## src/rtl/serial_subtractor_pkg.sv

```systemverilog
// Shared types and constants for the bit-serial subtractor.
package serial_subtractor_pkg;

  localparam int unsigned DEFAULT_WIDTH = 4;

  typedef enum logic [1:0] {
    IDLE  = 2'd0,
    SHIFT = 2'd1,
    DONE  = 2'd2
  } state_t;

  // Bit-counter width: enough to count WIDTH steps, never narrower than one bit.
  function automatic int unsigned cnt_width(input int unsigned w);
    return (w > 1) ? $clog2(w) : 1;
  endfunction

endpackage

```

## src/rtl/serial_subtractor_if.sv

```systemverilog
// Start/busy/done request bus carrying operands in and the difference out.
interface serial_subtractor_if
  import serial_subtractor_pkg::*;
#(
  parameter int unsigned WIDTH = DEFAULT_WIDTH
);

  logic             start;
  logic [WIDTH-1:0] da;
  logic [WIDTH-1:0] db;
  logic             dbin;
  logic             busy;
  logic             done;
  logic [WIDTH-1:0] ddiff;
  logic             dborrow;

  modport master (
    output start, da, db, dbin,
    input  busy, done, ddiff, dborrow
  );

  modport slave (
    input  start, da, db, dbin,
    output busy, done, ddiff, dborrow
  );

endinterface

```

## src/rtl/serial_subtractor_full_subtractor.sv

```systemverilog
// One-bit full-subtractor cell: d = a - b - bin, with borrow-out.
module full_subtractor (
  input  logic a,
  input  logic b,
  input  logic bin,
  output logic d,
  output logic bout
);

  assign d    = a ^ b ^ bin;
  assign bout = (~a & b) | (~(a ^ b) & bin);

endmodule

```

## src/rtl/serial_subtractor.sv

```systemverilog
// Bit-serial ripple-borrow subtractor: one LSB-first bit per clock through a single cell.
module serial_subtractor
  import serial_subtractor_pkg::*;
#(
  parameter int unsigned WIDTH = DEFAULT_WIDTH
) (
  input  logic                clk,
  input  logic                rst,
  serial_subtractor_if.slave  bus
);

  localparam int unsigned CW = cnt_width(WIDTH);

  state_t           state;
  logic [WIDTH-1:0] a_sr;
  logic [WIDTH-1:0] b_sr;
  logic [WIDTH-1:0] d_sr;
  logic             br;
  logic [CW-1:0]    cnt;
  logic             cell_d;
  logic             cell_bout;
  logic [WIDTH-1:0] d_next;

  full_subtractor u_cell (
    .a    (a_sr[0]),
    .b    (b_sr[0]),
    .bin  (br),
    .d    (cell_d),
    .bout (cell_bout)
  );

  // New difference bit enters at the MSB so the LSB-first stream lands in place.
  assign d_next = (d_sr >> 1) | (WIDTH'(cell_d) << (WIDTH - 1));

  always_ff @(posedge clk) begin
    if (rst) begin
      state       <= IDLE;
      a_sr        <= '0;
      b_sr        <= '0;
      d_sr        <= '0;
      br          <= 1'b0;
      cnt         <= '0;
      bus.busy    <= 1'b0;
      bus.done    <= 1'b0;
      bus.ddiff   <= '0;
      bus.dborrow <= 1'b0;
    end else begin
      bus.done <= 1'b0;
      unique case (state)
        IDLE, DONE: begin
          if (bus.start) begin
            a_sr     <= bus.da;
            b_sr     <= bus.db;
            br       <= bus.dbin;
            d_sr     <= '0;
            cnt      <= '0;
            bus.busy <= 1'b1;
            state    <= SHIFT;
          end else begin
            state <= IDLE;
          end
        end
        SHIFT: begin
          a_sr <= a_sr >> 1;
          b_sr <= b_sr >> 1;
          d_sr <= d_next;
          br   <= cell_bout;
          cnt  <= cnt + 1'b1;
          if (cnt == CW'(WIDTH - 1)) begin
            state       <= DONE;
            bus.busy    <= 1'b0;
            bus.done    <= 1'b1;
            bus.ddiff   <= d_next;
            bus.dborrow <= cell_bout;
          end
        end
        default: state <= IDLE;
      endcase
    end
  end

endmodule

```

## src/flat_wrapper.sv

```systemverilog
// flat-port wrapper written by rule: the top's interface ports become plain ports
module serial_subtractor_flat import serial_subtractor_pkg::*;
#(
  parameter int unsigned WIDTH = DEFAULT_WIDTH
)
  (clk, rst, bus_start, bus_da, bus_db, bus_dbin, bus_busy, bus_done, bus_ddiff, bus_dborrow);
  serial_subtractor_if #(.WIDTH(WIDTH)) bus_i ();
  input  logic clk;
  input  logic rst;
  input wire logic [$bits(bus_i.start)-1:0] bus_start;
  input wire logic [$bits(bus_i.da)-1:0] bus_da;
  input wire logic [$bits(bus_i.db)-1:0] bus_db;
  input wire logic [$bits(bus_i.dbin)-1:0] bus_dbin;
  output wire logic [$bits(bus_i.busy)-1:0] bus_busy;
  output wire logic [$bits(bus_i.done)-1:0] bus_done;
  output wire logic [$bits(bus_i.ddiff)-1:0] bus_ddiff;
  output wire logic [$bits(bus_i.dborrow)-1:0] bus_dborrow;
  assign bus_i.start = bus_start;
  assign bus_i.da = bus_da;
  assign bus_i.db = bus_db;
  assign bus_i.dbin = bus_dbin;
  assign bus_busy = bus_i.busy;
  assign bus_done = bus_i.done;
  assign bus_ddiff = bus_i.ddiff;
  assign bus_dborrow = bus_i.dborrow;
  serial_subtractor #(.WIDTH(WIDTH)) u_core (.clk(clk), .rst(rst), .bus(bus_i));
endmodule
```

## config.mk

```make
export PLATFORM = sky130hd
export DESIGN_NAME = serial_subtractor_flat
export DESIGN_NICKNAME = d
export VERILOG_FILES = /design/src/rtl/serial_subtractor_pkg.sv /design/src/rtl/serial_subtractor_if.sv /design/src/rtl/serial_subtractor_full_subtractor.sv /design/src/rtl/serial_subtractor.sv /design/src/flat_wrapper.sv
export SDC_FILE = /design/constraint.sdc
export NUM_CORES = 1
export LEC_CHECK = 0
export BUFFER_PORTS_ARGS = -buffer_cell sky130_fd_sc_hd__buf_2
export CAP_MARGIN = 30
export CORE_ASPECT_RATIO = 1.2
export CORE_MARGIN = 2
export CORE_UTILIZATION = 51
export CTS_CLUSTER_DIAMETER = 100
export DETAILED_ROUTE_END_ITERATION = 8
export HOLD_SLACK_MARGIN = 0.12
export PLACE_DENSITY_LB_ADDON = 0.3
export SETUP_SLACK_MARGIN = 0.3
export SYNTH_ARGS = -nofsm -noshare
export SYNTH_HDL_FRONTEND = slang
export SYNTH_SLANG_ARGS = --single-unit
```

## constraint.sdc

```tcl
create_clock -name clk -period 1.54 [get_ports clk]
set_clock_uncertainty 0.1 [all_clocks]
set_input_delay 0 -clock clk [delete_from_list [all_inputs] [get_ports clk]]
set_output_delay 0 -clock clk [all_outputs]
set_load 0.01 [all_outputs]
```

# Yosys cells after proc, flatten, opt, wreduce, memory -nomap -nowiden
# Cells that the tools add are included.
# W data, S select, Z words.
[word_totals]
reg_bits = 24
latch_bits = 0
ramBits = 0
romBits = 0
in_bits = 12
elab_cells = 49
n_memories = 0
[classes]
add_sub_neg = 1
multipliers = 0
n_div = 0
magnitude_cmp = 0
n_eq_ne = 5
shifts = 0
muxes = 17
bitwise = 9
reduce_logical = 7
[op_table]
columns = ["op", "count"]
rows = [
  ["$pmux W4 S2", 3],
  ["$mux W4", 3],
  ["$pmux W2 S2", 2],
  ["$mux W1", 5],
  ["$eq A2 B2 Y1 const B", 2],
  ["$mux W2", 2],
  ["$or A3 B4 Y4", 1],
  ["$pmux W1 S2", 2],
  ["$reduce_and A2 Y1", 2],
  ["$reduce_or A2 Y1", 2],
  ["$not A1 Y1", 3],
  ["$reduce_and A3 Y1", 1],
  ["$add A2 B1 Y2 const B", 1],
  ["$and A1 B1 Y1", 2],
  ["$eq A2 B1 Y1 const B", 1],
  ["$logic_not A2 Y1", 1],
  ["$ne A2 B1 Y1 const B", 1],
  ["$ne A2 B2 Y1 const B", 1],
  ["$reduce_bool A2 Y1", 1],
  ["$xor A1 B1 Y1", 2],
  ["$or A1 B1 Y1", 1],
]

# Longest topological paths before layout
[depth]
ltp_word = 5
depth_mapped = 5
mapped_depth_nobuf = 4

# Modules after synthesis
# From an unflattened synthesis, not the netlist that was laid out.
[hier_totals]
hier_cells = 111
area_unflattened_um2 = 918.4
[by_module_without_submodules]
columns = ["module", "n_inst", "cells_each", "area_per_inst_um2"]
rows = [
  ["serial_subtractor", 1, 107, 887.1],
  ["full_subtractor", 1, 4, 31.3],
]

# Worst setup path before layout
# OpenSTA, ideal clock, no wires.
[synth_path]
kind = "register to register"
startpoint = "register u_core.cnt[0]"
endpoint = "register u_core.bus.busy"
t_arrival_ps = 988
required_time_ps = 1312
slack_ps = 324
stages_incl_launch_ff = 6
path_buffers = 1
period_less_slack_ps = 1216
path_cell_list = "dfxtp_1 > ha_1 > buf_2 > nand3b_1 > a21oi_1 > nor2_1"
[synth_via]
elab_chain_cells = 3
[synth_lines]
columns = ["item", "line", "source"]
rows = [
  ["start, declared", "serial_subtractor.sv:19", "logic [CW-1:0] cnt;"],
  ["start signal, assigned", "serial_subtractor.sv:68", "cnt <= cnt + 1'b1;"],
  ["$eq A2 B2 Y1", "serial_subtractor.sv:69", "if (cnt == CW'(WIDTH - 1)) begin"],
  ["$ne A2 B1 Y1 (no line)", "-", ""],
  ["$reduce_and A3 Y1 (no line)", "-", ""],
  ["end signal, assigned", "serial_subtractor.sv:43", "bus.busy <= 1'b0;"],
  ["end signal, assigned", "serial_subtractor.sv:57", "bus.busy <= 1'b1;"],
  ["end signal, assigned", "serial_subtractor.sv:71", "bus.busy <= 1'b0;"],
  ["end, declared", "serial_subtractor_if.sv:24", "output busy, done, ddiff, dborrow"],
]
# Every way passes these cells.
# A chain may end at the register's enable or synchronous reset.

# Worst setup path after layout
[layout_path]
startpoint = "register u_core.a_sr[0]"
endpoint = "register u_core.d_sr[3]"
[layout_via]
elab_chain_cells = 4
[layout_lines]
columns = ["item", "line", "source"]
rows = [
  ["start, declared", "serial_subtractor.sv:15", "logic [WIDTH-1:0] a_sr;"],
  ["start signal, assigned", "serial_subtractor.sv:52", "a_sr <= bus.da;"],
  ["start signal, assigned", "serial_subtractor.sv:64", "a_sr <= a_sr >> 1;"],
  ["$xor A1 B1 Y1 (2 in a row)", "serial_subtractor_full_subtractor.sv:10", "assign d = a ^ b ^ bin;"],
  ["net u_core.cell_d", "serial_subtractor.sv:20", "logic cell_d;"],
  ["$or A3 B4 Y4", "serial_subtractor.sv:33", "assign d_next = (d_sr >> 1) | (WIDTH'(cell_d) << (WIDTH - 1));"],
  ["$pmux W4 S2", "serial_subtractor.sv:49", "unique case (state)"],
  ["end signal, assigned", "serial_subtractor.sv:66", "d_sr <= d_next;"],
  ["end, declared", "serial_subtractor.sv:17", "logic [WIDTH-1:0] d_sr;"],
]
# The timed path passes the listed nets, and every way through them passes these cells.

==> summary.txt <==
Kind of start point of the critical path -> flip-flop
CP Data Required Time -> 1.69 ns
Wire length of the first global-routing pass -> 3.167 mm
Share of the core filled with cells in the final layout -> 0.7319
Reg-to-reg critical path startpoint -> u_core.a_sr[0]
Master cell of the clock root buffer -> clkbuf_4
Total number of placement rows -> 16
Status -> complete, no violations
Peak supply drop -> 0.6166 mV
Setup total negative slack -> 0 ns
Highest achievable clock rate -> 0.7871 GHz
Time the worst path needs with I/O delays and setup -> 1.271 ns
Number of vias per cell after detailed routing -> 5.468
Post-Place Cells -> 140
Endpoint kind of the worst setup timing path -> flip-flop
Residual overflow from global routing -> 0
Area of combinational cells with multiple inputs -> 435.4 um2
Max-slew violation count -> 0
Via count of the first global-routing pass -> 769
GRT Overall Usage -> 0.1933
Clock latency reported for the late side of the worst-skew pair -> 0.31 ns
Area used by sequential logic in the layout -> 470.5 um2
Flop and latch count out of synthesis -> 23
CTS Buf Count -> 3
Routed len/inst -> 12.23 um
Clock-pin slew on the worst setup and hold paths -> 0.12 ns
Class of the most critical setup path -> flip-flop to flip-flop
Max capacitance violation total -> 0
Count of final hold-check violations -> 0
# diodes -> 0
TritonCTS clock tree -> done
R2R depth -> 3
Total of buffers placed on input and output ports -> 18
Critical Path AT -> 1.42 ns
Final HPWL from detailed placement -> 1.170 mm
Destination of the worst register-to-register timing path -> u_core.d_sr[3]
Initial standard-cell utilization of the core -> 0.5512
Hold slack final -> 0.1235 ns
Antenna violations before repair -> 0
Netlist Area Pre-Place -> 915.9 um2
Power density over cell area -> 913.3 nW/um2
GPL Wtd Cong -> 0.7148
Post-layout instance area -> 1216 um2
CTS max path bufs -> 2
Total clock sinks -> 23
Worst-case setup slack after placement -> 0.2302 ns
Count of fill cells added during filler insertion -> 133
Post-route DRC -> 0
Synth cell types -> 19
Min-Delay Path Class -> primary input to flip-flop
H-tree depth -> 1
Total vias in the final route -> 864
Number of warnings printed during yosys synthesis -> 0
Slew of the pin with the lowest slew margin -> 0.4097 ns
Core area -> 1662 um2
Post-route total power -> 1.111 mW
Part of the Yosys area used for sequential elements -> 0.5027
Net count reported at finish -> 155
Static Leakage -> 0.4908 nW
Fraction of layout instances using a drive strength above 1 -> 0.3143
Average footprint of a synthesized cell -> 8.480 um2
Post-synthesis cell count -> 108
X dimension of the die -> 42.69 um
Depth of the worst hold-timing path -> 5
Growth of design area from synthesis to finish -> 32.79%
IO Count -> 19
Max_slew headroom -> 0.7269
Pin count of the biggest net entering global routing -> 24
Post-route insts no fill -> 158
Setup repair after global routing missed its margin -> yes
Most common cell after layout, fill and taps aside -> nand2_1
CP max FO -> 2
Setup slack of the critical path after layout -> 0.2695 ns
Highest-count cells in the layout ignoring fill and taps -> nand2_1, buf_2, dfxtp_1
Period utilization -> 0.8250
Y dimension of the die -> 50.42 um
Nets in the synthesized netlist -> 122
Setup violation total in the final timing report -> 0
Overall routed net length -> 1.932 mm
Flop2flop setup slack -> 0.27 ns
Post-Place Cell Area -> 1016 um2
Die Footprint -> 2152 um2
Worst Hold End -> u_core.bus.busy
Worst hold path startpoint -> bus_start
Count of antenna-violating nets left after detailed routing -> 0
Violation count after the first detailed-route iteration -> 10
Detailed Routing Iterations Pass 1 -> 4
state kept, by name (all words and copies together) (netlist names):
signal              count
u_core.a_sr             4
u_core.b_sr             4
u_core.bus.ddiff        4
u_core.d_sr             3
u_core.cnt              2
u_core.state            2
u_core.br               1
u_core.bus.busy         1
u_core.bus.dborrow      1
u_core.bus.done         1
synth_stat cells:
library cell,instances,area (um2)
buf_2,4,20.02
or2b_4,1,11.26
clkbuf_1,2,7.510
buf_4,2,15.01
a21oi_1,14,70.07
a311oi_1,7,61.31
fa_1,1,20.02
nor2b_1,1,6.260
nand2b_1,2,12.51
and2b_1,1,7.510
nand3b_1,1,7.510
nand3_1,12,60.06
nor2_1,10,37.54
o21a_1,1,7.510
a2bb2oi_1,1,8.760
ha_1,1,12.51
dfxtp_1,23,460.4
inv_1,2,7.510
nand2_1,22,82.58
area by class of cell:
| class | count | share of cell area |
|---|---|---|
| clock buffer | 4 | 0.02160 |
| inverter | 2 | 0.006173 |
| multi-input combinational | 75 | 0.3580 |
| sequential | 23 | 0.3868 |
| tap | 18 | 0.01852 |
| timing repair buffer | 36 | 0.2088 |
worst max-delay path: stages (launching register included):
cell     delay, ns
dfxtp_2       0.36
fa_2          0.57
nand2_1       0.06
a21oi_2       0.12
worst max-delay path by stage:
stage | startpoint | end | cells after the start
3_3_place_gp | u_core.state[1] | u_core.a_sr[2] | 4
2_1_floorplan | u_core.cnt[0] | u_core.bus.busy | 5
6_report | u_core.a_sr[0] | u_core.d_sr[3] | 3
5_1_grt | u_core.b_sr[0] | u_core.d_sr[3] | 4
3_5_place_dp | u_core.state[1] | u_core.b_sr[2] | 4
4_1_cts | u_core.br | u_core.bus.ddiff[3] | 4
logic make-up (layout without fill, tap and decap cells):
family | count (synthesis) | in the layout | synth area share
and+or+nand+nor | 50 | 50 | 0.2459
AOI/OAI and AO/OA | 23 | 23 | 0.1612
DFF | 23 | 23 | 0.5027
buffers and inverters | 10 | 42 | 0.05465
adders and majority gates | 2 | 2 | 0.03552
report_power, final:
group          total, mW  switching (mW)  internal, mW  leakage (nW)
Sequential         0.652          0.0234         0.628         0.190
Combinational      0.183          0.0899        0.0933         0.285
Clock              0.276           0.175         0.101        0.0150
per-layer routing:
metal / GRT usage / up-vias / part of all wire
li1: - / 435 / -
met1: 0.2118 / 407 / 0.44
met2: 0.3510 / 19 / 0.52
met3: 0.04317 / 3 / 0.030
met4: 0.07813 / 0 / 0.013
met5: 0 / - / 0
timing repair:
item	CTS	global route
setup endpoints to repair	10	14
endpoints found under the hold margin	23	0
buffers inserted	1	2
gates resized for setup	6	14
pin swaps	3	4
cloned	0	1
hold buffers	10	0
(Power assumes the default switching activity.)
